`config.mk`:
```
export PLATFORM = sky130hd
export DESIGN_NAME = mem_access_unit
export DESIGN_NICKNAME = d
export VERILOG_FILES = /design/src/rtl/pipeline_pkg.sv /design/src/rtl/mem_store_align.sv /design/src/rtl/mem_access_unit.sv
export SDC_FILE = /design/constraint.sdc
export NUM_CORES = 1
export LEC_CHECK = 0
export BUFFER_PORTS_ARGS = -buffer_cell sky130_fd_sc_hd__buf_2
export CELL_PAD_IN_SITES_DETAIL_PLACEMENT = 0
export CELL_PAD_IN_SITES_GLOBAL_PLACEMENT = 1
export CORE_MARGIN = 2
export CORE_UTILIZATION = 26
export DETAILED_ROUTE_END_ITERATION = 8
export PLACE_DENSITY = 0.87
export RECOVER_POWER = 25
export SLEW_MARGIN = 40
export SYNTH_ARGS = -nofsm -noshare
export SYNTH_HDL_FRONTEND = slang
export SYNTH_SLANG_ARGS = --single-unit
```
`constraint.sdc`:
```
create_clock -name clk -period 1.8 [get_ports clk]
set_input_delay 0.36 -clock clk [delete_from_list [all_inputs] [get_ports clk]]
set_output_delay 0.36 -clock clk [all_outputs]
set_load 0.005 [all_outputs]
```
`src/rtl/pipeline_pkg.sv`:
```
// Shared MEM-stage types: load/store kind decoded in ID and the data-memory FSM states.
package pipeline_pkg;

    typedef enum logic [3:0] {
        NONE = 4'd0,
        LB   = 4'd1,
        LH   = 4'd2,
        LW   = 4'd3,
        LBU  = 4'd4,
        LHU  = 4'd5,
        SB   = 4'd6,
        SH   = 4'd7,
        SW   = 4'd8
    } sl_type_t;

    typedef enum logic [1:0] {
        IDLE   = 2'd0,
        REQ    = 2'd1,
        WAIT_R = 2'd2,
        DONE   = 2'd3
    } mem_state_t;

endpackage

```
`src/rtl/mem_store_align.sv`:
```
// Byte-lane steering for stores plus alignment checking for every load/store kind.
module mem_store_align
    import pipeline_pkg::*;
(
    input  logic [3:0]  sl_type_i,
    input  logic [1:0]  addr_lo_i,
    input  logic [31:0] data_i,
    output logic [3:0]  wstrb_o,
    output logic [31:0] wdata_o,
    output logic        misalign_o
);

    sl_type_t slType;
    assign slType = sl_type_t'(sl_type_i);

    // Store data is replicated across lanes so the strobe alone selects the target bytes.
    always_comb begin
        wstrb_o    = 4'b0000;
        wdata_o    = data_i;
        misalign_o = 1'b0;
        case (slType)
            SB: begin
                wstrb_o = 4'b0001 << addr_lo_i;
                wdata_o = {4{data_i[7:0]}};
            end
            SH: begin
                wstrb_o    = addr_lo_i[1] ? 4'b1100 : 4'b0011;
                wdata_o    = {2{data_i[15:0]}};
                misalign_o = addr_lo_i[0];
            end
            SW: begin
                wstrb_o    = 4'b1111;
                misalign_o = (addr_lo_i != 2'b00);
            end
            LH, LHU: misalign_o = addr_lo_i[0];
            LW:      misalign_o = (addr_lo_i != 2'b00);
            default: ;
        endcase
    end

endmodule

```
`src/rtl/mem_access_unit.sv`:
```
// MEM-stage data-memory access engine: drives the req/gnt/rvalid bus, stalls the pipe and
// registers the raw load word for MEM/WB.
module mem_access_unit
    import pipeline_pkg::*;
#(
    parameter int TIMEOUT_CYCLES = 255,
    parameter int CNT_W          = 8
) (
    input  logic        clk,
    input  logic        rst,
    input  logic        instr_valid_i,
    input  logic        mem_re_i,
    input  logic        mem_we_i,
    input  logic [3:0]  sl_type_i,
    input  logic [31:0] addr_i,
    input  logic [31:0] store_data_i,
    output logic        dbus_req_o,
    output logic        dbus_we_o,
    output logic [31:0] dbus_addr_o,
    output logic [3:0]  dbus_wstrb_o,
    output logic [31:0] dbus_wdata_o,
    input  logic        dbus_gnt_i,
    input  logic        dbus_rvalid_i,
    input  logic [31:0] dbus_rdata_i,
    output logic        mem_stall_o,
    output logic [31:0] dram_data_o,
    output logic        misalign_o,
    output logic        access_fault_o
);

    mem_state_t       state_q, state_d;
    logic [CNT_W-1:0] cnt_q, cnt_d;
    logic [31:0]      dram_q, dram_d;
    logic             fault_q, fault_d;

    logic        memOp;
    logic        go;
    logic        alignMis;
    logic        timeoutHit;
    logic [3:0]  laneStrb;
    logic [31:0] laneData;

    mem_store_align u_align (
        .sl_type_i  (sl_type_i),
        .addr_lo_i  (addr_i[1:0]),
        .data_i     (store_data_i),
        .wstrb_o    (laneStrb),
        .wdata_o    (laneData),
        .misalign_o (alignMis)
    );

    assign memOp      = instr_valid_i & (mem_re_i | mem_we_i);
    assign misalign_o = memOp & alignMis;
    assign go         = memOp & ~alignMis;
    assign timeoutHit = (cnt_q >= CNT_W'(TIMEOUT_CYCLES - 1));

    // Bus fields come straight from the stalled EX/MEM register, so they stay stable while in REQ.
    assign dbus_req_o     = ((state_q == IDLE) & go) | (state_q == REQ);
    assign dbus_we_o      = mem_we_i;
    assign dbus_addr_o    = {addr_i[31:2], 2'b00};
    assign dbus_wstrb_o   = mem_we_i ? laneStrb : 4'b0000;
    assign dbus_wdata_o   = laneData;
    assign mem_stall_o    = go & (state_q != DONE);
    assign dram_data_o    = dram_q;
    assign access_fault_o = fault_q;

    always_comb begin
        state_d = state_q;
        cnt_d   = cnt_q;
        dram_d  = dram_q;
        fault_d = 1'b0;
        case (state_q)
            IDLE: begin
                if (go) begin
                    cnt_d = '0;
                    if (dbus_gnt_i) begin
                        state_d = mem_we_i ? DONE : WAIT_R;
                    end else begin
                        state_d = REQ;
                    end
                end
            end
            REQ: begin
                cnt_d = cnt_q + 1'b1;
                if (dbus_gnt_i) begin
                    state_d = mem_we_i ? DONE : WAIT_R;
                end else if (timeoutHit) begin
                    state_d = DONE;
                    fault_d = 1'b1;
                    dram_d  = '0;
                end
            end
            WAIT_R: begin
                cnt_d = cnt_q + 1'b1;
                if (dbus_rvalid_i) begin
                    state_d = DONE;
                    dram_d  = dbus_rdata_i;
                end else if (timeoutHit) begin
                    state_d = DONE;
                    fault_d = 1'b1;
                    dram_d  = '0;
                end
            end
            DONE:    state_d = IDLE;
            default: state_d = IDLE;
        endcase
    end

    always_ff @(posedge clk) begin
        if (rst) begin
            state_q <= IDLE;
            cnt_q   <= '0;
            dram_q  <= '0;
            fault_q <= 1'b0;
        end else begin
            state_q <= state_d;
            cnt_q   <= cnt_d;
            dram_q  <= dram_d;
            fault_q <= fault_d;
        end
    end

endmodule

```
After elaboration in Yosys (flattened, before gate mapping)
Index checks and enable logic that the tools add are counted.
Widths: inputs -> output; s select.
{"block": "word_totals", "register_bits": 43, "memories": 0, "mem_bits_ro": 0, "latch_bits": 0, "out_inout_bits": 105, "word_cells": 58, "mem_bits_rw": 0}
{"block": "classes", "addsub": 1, "mux": 22, "div_mod_pow": 0, "bitwise_logic": 8, "eq_ne": 12, "multipliers": 0, "shifts": 1, "order_cmp": 1, "reduce_logical": 9}
{"cell": "$pmux 32 s2", "n": 2}
{"cell": "$mux 32", "n": 3}
{"cell": "$pmux 8 s2", "n": 1}
{"cell": "$eq 4x3->1 const B", "n": 3}
{"cell": "$pmux 4 s3", "n": 1}
{"cell": "$mux 2", "n": 5}
{"cell": "$add 8x1->8 const B", "n": 1}
{"cell": "$eq 4x2->1 const B", "n": 2}
{"cell": "$ge 8x8->1 const B", "n": 1}
{"cell": "$mux 4", "n": 2}
{"cell": "$mux 8", "n": 1}
{"cell": "$pmux 2 s4", "n": 1}
{"cell": "$ne 2x2->1 const B", "n": 3}
{"cell": "$reduce_bool 2->1", "n": 3}
{"cell": "$and 1x1->1", "n": 5}
{"cell": "$eq 2x2->1 const B", "n": 2}
{"cell": "$eq 4x4->1 const B", "n": 1}
{"cell": "$mux 1", "n": 4}
{"cell": "$pmux 1 s2", "n": 2}
{"cell": "$reduce_and 2->1", "n": 2}
{"cell": "$reduce_or 2->1", "n": 2}
{"cell": "$shl 1x2->4 const A", "n": 1}
{"cell": "$reduce_or 3->1", "n": 1}
{"cell": "$eq 2x1->1 const B", "n": 1}
{"cell": "3 further kinds", "n": 4}

Longest topological paths before layout
{"block": "depth", "depth_word": 7, "depth_mapped": 7, "mapped_depth_nobuf": 7}

Modules after synthesis
From an unflattened synthesis, not the netlist that was laid out.
{"block": "unflattened", "hier_cells": 268, "area_unflattened_um2": 2509.9}
{"mod": "mem_access_unit", "area_per_inst_um2": 1965.6, "cells_per_inst": 199, "seq_area_each_um2": 860.8, "instances": 1}
{"mod": "mem_store_align", "area_per_inst_um2": 544.3, "cells_per_inst": 69, "seq_area_each_um2": 0.0, "instances": 1}

Worst setup path after synthesis
Ideal clock, no wire load.
{"block": "synth_path", "kind": "input-to-output", "start": "in sl_type_i[0]", "end": "out misalign_o", "n_path_buf": 1, "slack_ns": 0.091, "path_stages": 5, "arrival_time_ns": 1.349, "path_cell_list": "buf_2 nand2b_4 o32a_4 and2_4 and2b_2"}
{"block": "synth_via", "elab_chain_cells": 4}
{"element": "start: declaration", "line": "mem_access_unit.sv:14", "rtl": "input logic [3:0] sl_type_i,"}
{"element": "$eq 4x3->1 (tied with other cells)", "line": "mem_store_align.sv:21", "rtl": "case (slType)"}
{"element": "$reduce_or 3->1 (no line) / $reduce_or 2->1 (equally long branches)"}
{"element": "$pmux 1 s2 (*)", "line": "mem_store_align.sv:21"}
{"element": "$and 1x1->1 (*)", "line": "mem_access_unit.sv:53", "rtl": "assign misalign_o = memOp & alignMis;"}
{"element": "end: declaration", "line": "mem_access_unit.sv:27", "rtl": "output logic misalign_o,"}
Mark *: on every way between the ends. The rest lies on a longest branch, timed or not.

Final worst setup path
{"block": "layout_path", "start": "in sl_type_i[2]", "end": "out misalign_o"}
The elaborated chain is that of the path after synthesis.

==> results.sh <==
export IMPL_cts_sinks=43
export IMPL_rsz0062_at_grt="yes"
export IMPL_finalWorstSetupSlack_ns=-0.0495
export IMPL_total_power_mw=3.07
export IMPL_synth_top_area_frac=0.339
export IMPL_slew_violations=0
export IMPL_cts_root_buf="clkbuf_8"
export IMPL_status="finished, violations left"
export IMPL_gr_total_overflow=0
export IMPL_fmaxAchievable_ghz=0.541
export IMPL_skew_ns=0.00847
export IMPL_hold_class="primary input to register"
export IMPL_grt_pass1_vias=2308
export IMPL_pre_cts_ws_ns=-0.193
export IMPL_drive_gt1_frac=0.499
export IMPL_core_region_area_sq_um=9640
export IMPL_critPathRequiredTime_ns=1.44
export IMPL_tns_ns=-0.176
export IMPL_hold_depth=2
export IMPL_end_kind="primary output"
export IMPL_drcViolationCount=0
export IMPL_vias=2553
export IMPL_grt_max_degree=33
export IMPL_clockBufferDepth=2
export IMPL_start_kind="primary input"
export IMPL_min_period_over_period=1.03
export IMPL_criticalPathCategory="primary input to primary output"
export IMPL_drtIter0Drc=73
export IMPL_p_leak_nw=1.76
export IMPL_synth_area_per_cell_sq_um=8.76
export IMPL_die_h_um=103
export IMPL_regToRegSetupSlack_ns=0.09
export IMPL_grt_pass1_wl_mm=10.9
export IMPL_synthArstFlopShare=0
export IMPL_vdd_ir_drop_max_mv=0.338
export IMPL_crit_reg2reg_launch="cnt_q[3]$_SDFFE_PP0P_"
export IMPL_drv_cap=0
export IMPL_violations="negative setup slack"
export IMPL_fp_dieW_um=103
export IMPL_drt_total_wl_mm=7.56
export IMPL_ys_top_cells_by_area="dfxtp_1, buf_4, a22o_1"
export IMPL_cts_tree="built"
export IMPL_track_usage=0.131
export IMPL_ios=212
export IMPL_hp_start="dbus_rdata_i[17]"
export IMPL_synth_cell_types=49
export IMPL_worst_r2r_path_depth=6
export IMPL_worstHoldEndpoint="dram_data_o[17]$_SDFFE_PP0P_"
export IMPL_place_gp_congestion=0.811
export IMPL_syn_to_final_growth_pct=38.8
export IMPL_routedWlPerCell_um=13.7
export IMPL_dieArea_sq_um=10600
export IMPL_numCtsBuffers=5
export IMPL_rows=36
export IMPL_synth_edf_count=0
export IMPL_htree_levels=2
export IMPL_ys_warn_count=0
export IMPL_postRouteAntennaNets=0
export IMPL_ys_ff_latch=43
export IMPL_synthesis_instances=290
export IMPL_worstSkewPairLatency_ns=0.29
export IMPL_final_util=0.366
export IMPL_drt_pass1_iter_count=4
export IMPL_period_needed_ns=1.85
export IMPL_setup_viol=10
export IMPL_crit_fanout=4
export IMPL_ys_seq_area_frac=0.339
export IMPL_ys_flop_type="dfxtp_1"
export IMPL_timing_rr_end="dram_data_o[29]$_SDFFE_PP0P_"
export IMPL_nNetsFinal=530
export IMPL_synth_top_area_cell="dfxtp_1"
export IMPL_port_buffers=149
export IMPL_p_per_area_nw_per_um2=870
export IMPL_grt_antenna_before_repair=1
export IMPL_hold_viol_final=0
export IMPL_initial_utilization=0.263
export IMPL_syn_area_sq_um=2540
export IMPL_crit_start="sl_type_i[2]"
export IMPL_cts_clk_slew_worst_paths_ns=0.08
export IMPL_critPathArrivalTime_ns=1.49
export IMPL_hpwl_mm=5.80
export IMPL_avgViaCountPerCell=4.63
export IMPL_ctsHoldBuffers=0
## layout make-up
type	instances	area [sq um]
multi-input cells	183	1340
fillers	1029	6110
repair buffers	171	1010
clock inverters	3	23.8
diodes	1	2.50
inverters	12	45.0
well taps	133	166
clock buffers	5	68.8
flip-flops and latches	43	863
## cells in the final DEF, fill, tap and decap left out, types with 2 or more instances in the layout
cell type,netlist,layout
nand2_1,40,39
clkbuf_1,7,3
a31oi_4,1,2
buf_4,42,18
buf_2,1,136
dfxtp_2,0,2
ha_1,7,5
nor2_1,15,12
inv_2,0,2
a21oi_1,16,16
inv_1,11,10
dfxtp_1,43,41
nand2b_1,2,2
conb_1,1,2
clkinvlp_4,0,2
ha_2,0,2
nor2_2,0,3
mux2_4,0,8
buf_6,3,10
mux2i_1,8,8
or3_1,5,5
o21ai_0,14,13
nand3_1,4,4
a22o_1,32,32
clkbuf_8,0,5
buf_12,0,3
## worst max-delay path, cell delays in order
cell and delay [ns]:
buf_8 0.10, or2_4 0.24, o32a_4 0.35, and2_4 0.14, and2b_2 0.19, buf_2 0.10
## flip-flops by register name, indices dropped and copies added (netlist names)
signal,count
dram_data_o,32
cnt_q,8
access_fault_o,1
state_q,2
## power breakdown
group	switching, mW	total, mW	internal [mW]
sequential	0.0708	1.15	1.08
combinational	0.681	1.31	0.624
clock	0.338	0.615	0.277
total	1.09	3.07	1.98
## logic make-up (layout without fill, tap and decap cells)
kind of cell,count (synthesis),after routing,synth area share
other,1,3,0.00148
AO/OA/AOI/OAI,76,77,0.236
flip-flops,43,43,0.339
AND/OR/NAND/NOR,81,81,0.153
adder cells (fa/ha/maj),7,7,0.0345
buffers and inverters,66,191,0.169
multiplexers,16,16,0.0670
## cells in the mapped netlist, types with 2 or more instances
cell type	instances
o21ai_0	14
mux2_2	8
nor2_1	15
buf_4	42
ha_1	7
mux2i_1	8
clkbuf_1	7
buf_6	3
inv_1	11
dfxtp_1	43
nand2_1	40
a22o_1	32
nand3_1	4
or3_1	5
nand2b_1	2
a21oi_1	16
## how the worst max path moves through the flow
stage | to | slack, ns | cells past startpoint
after floorplan | misalign_o | 0.09 | 5
after global placement | dram_data_o[17]$_SDFFE_PP0P_ | -0.08 | 6
after detailed placement | dram_data_o[28]$_SDFFE_PP0P_ | -0.19 | 6
after CTS | misalign_o | -0.06 | 6
after global routing | misalign_o | -0.08 | 6
final | misalign_o | -0.05 | 6
## stage by stage
stage | hold slack (ns) | std cells | cell area [sq um]
6_report | 0.278 | 551 | 3520
5_1_grt | 0.259 | 551 | 3520
4_1_cts | 0.268 | 550 | 3390
3_5_place_dp | 0.460 | 538 | 3230
3_3_place_gp | 0.455 | 538 | 3230
2_1_floorplan | 0.452 | 291 | 2540
## what timing repair did
| action | in CTS | in global routing |
|---|---|---|
| cloned | 1 | 0 |
| setup endpoints to repair | 35 | 56 |
| setup buffers | 3 | 0 |
| pin swaps | 5 | 3 |
| gates resized for setup | 3 | 36 |
## routing by layer
metal | part of all wire | wire (um) | track usage
met5 | 0 | 0 | 0
met2 | 0.51 | 3840 | 0.243
met1 | 0.40 | 3040 | 0.143
met3 | 0.073 | 551 | 0.0305
met4 | 0.018 | 134 | 0.0516
Power figures use the tool's default switching activity.
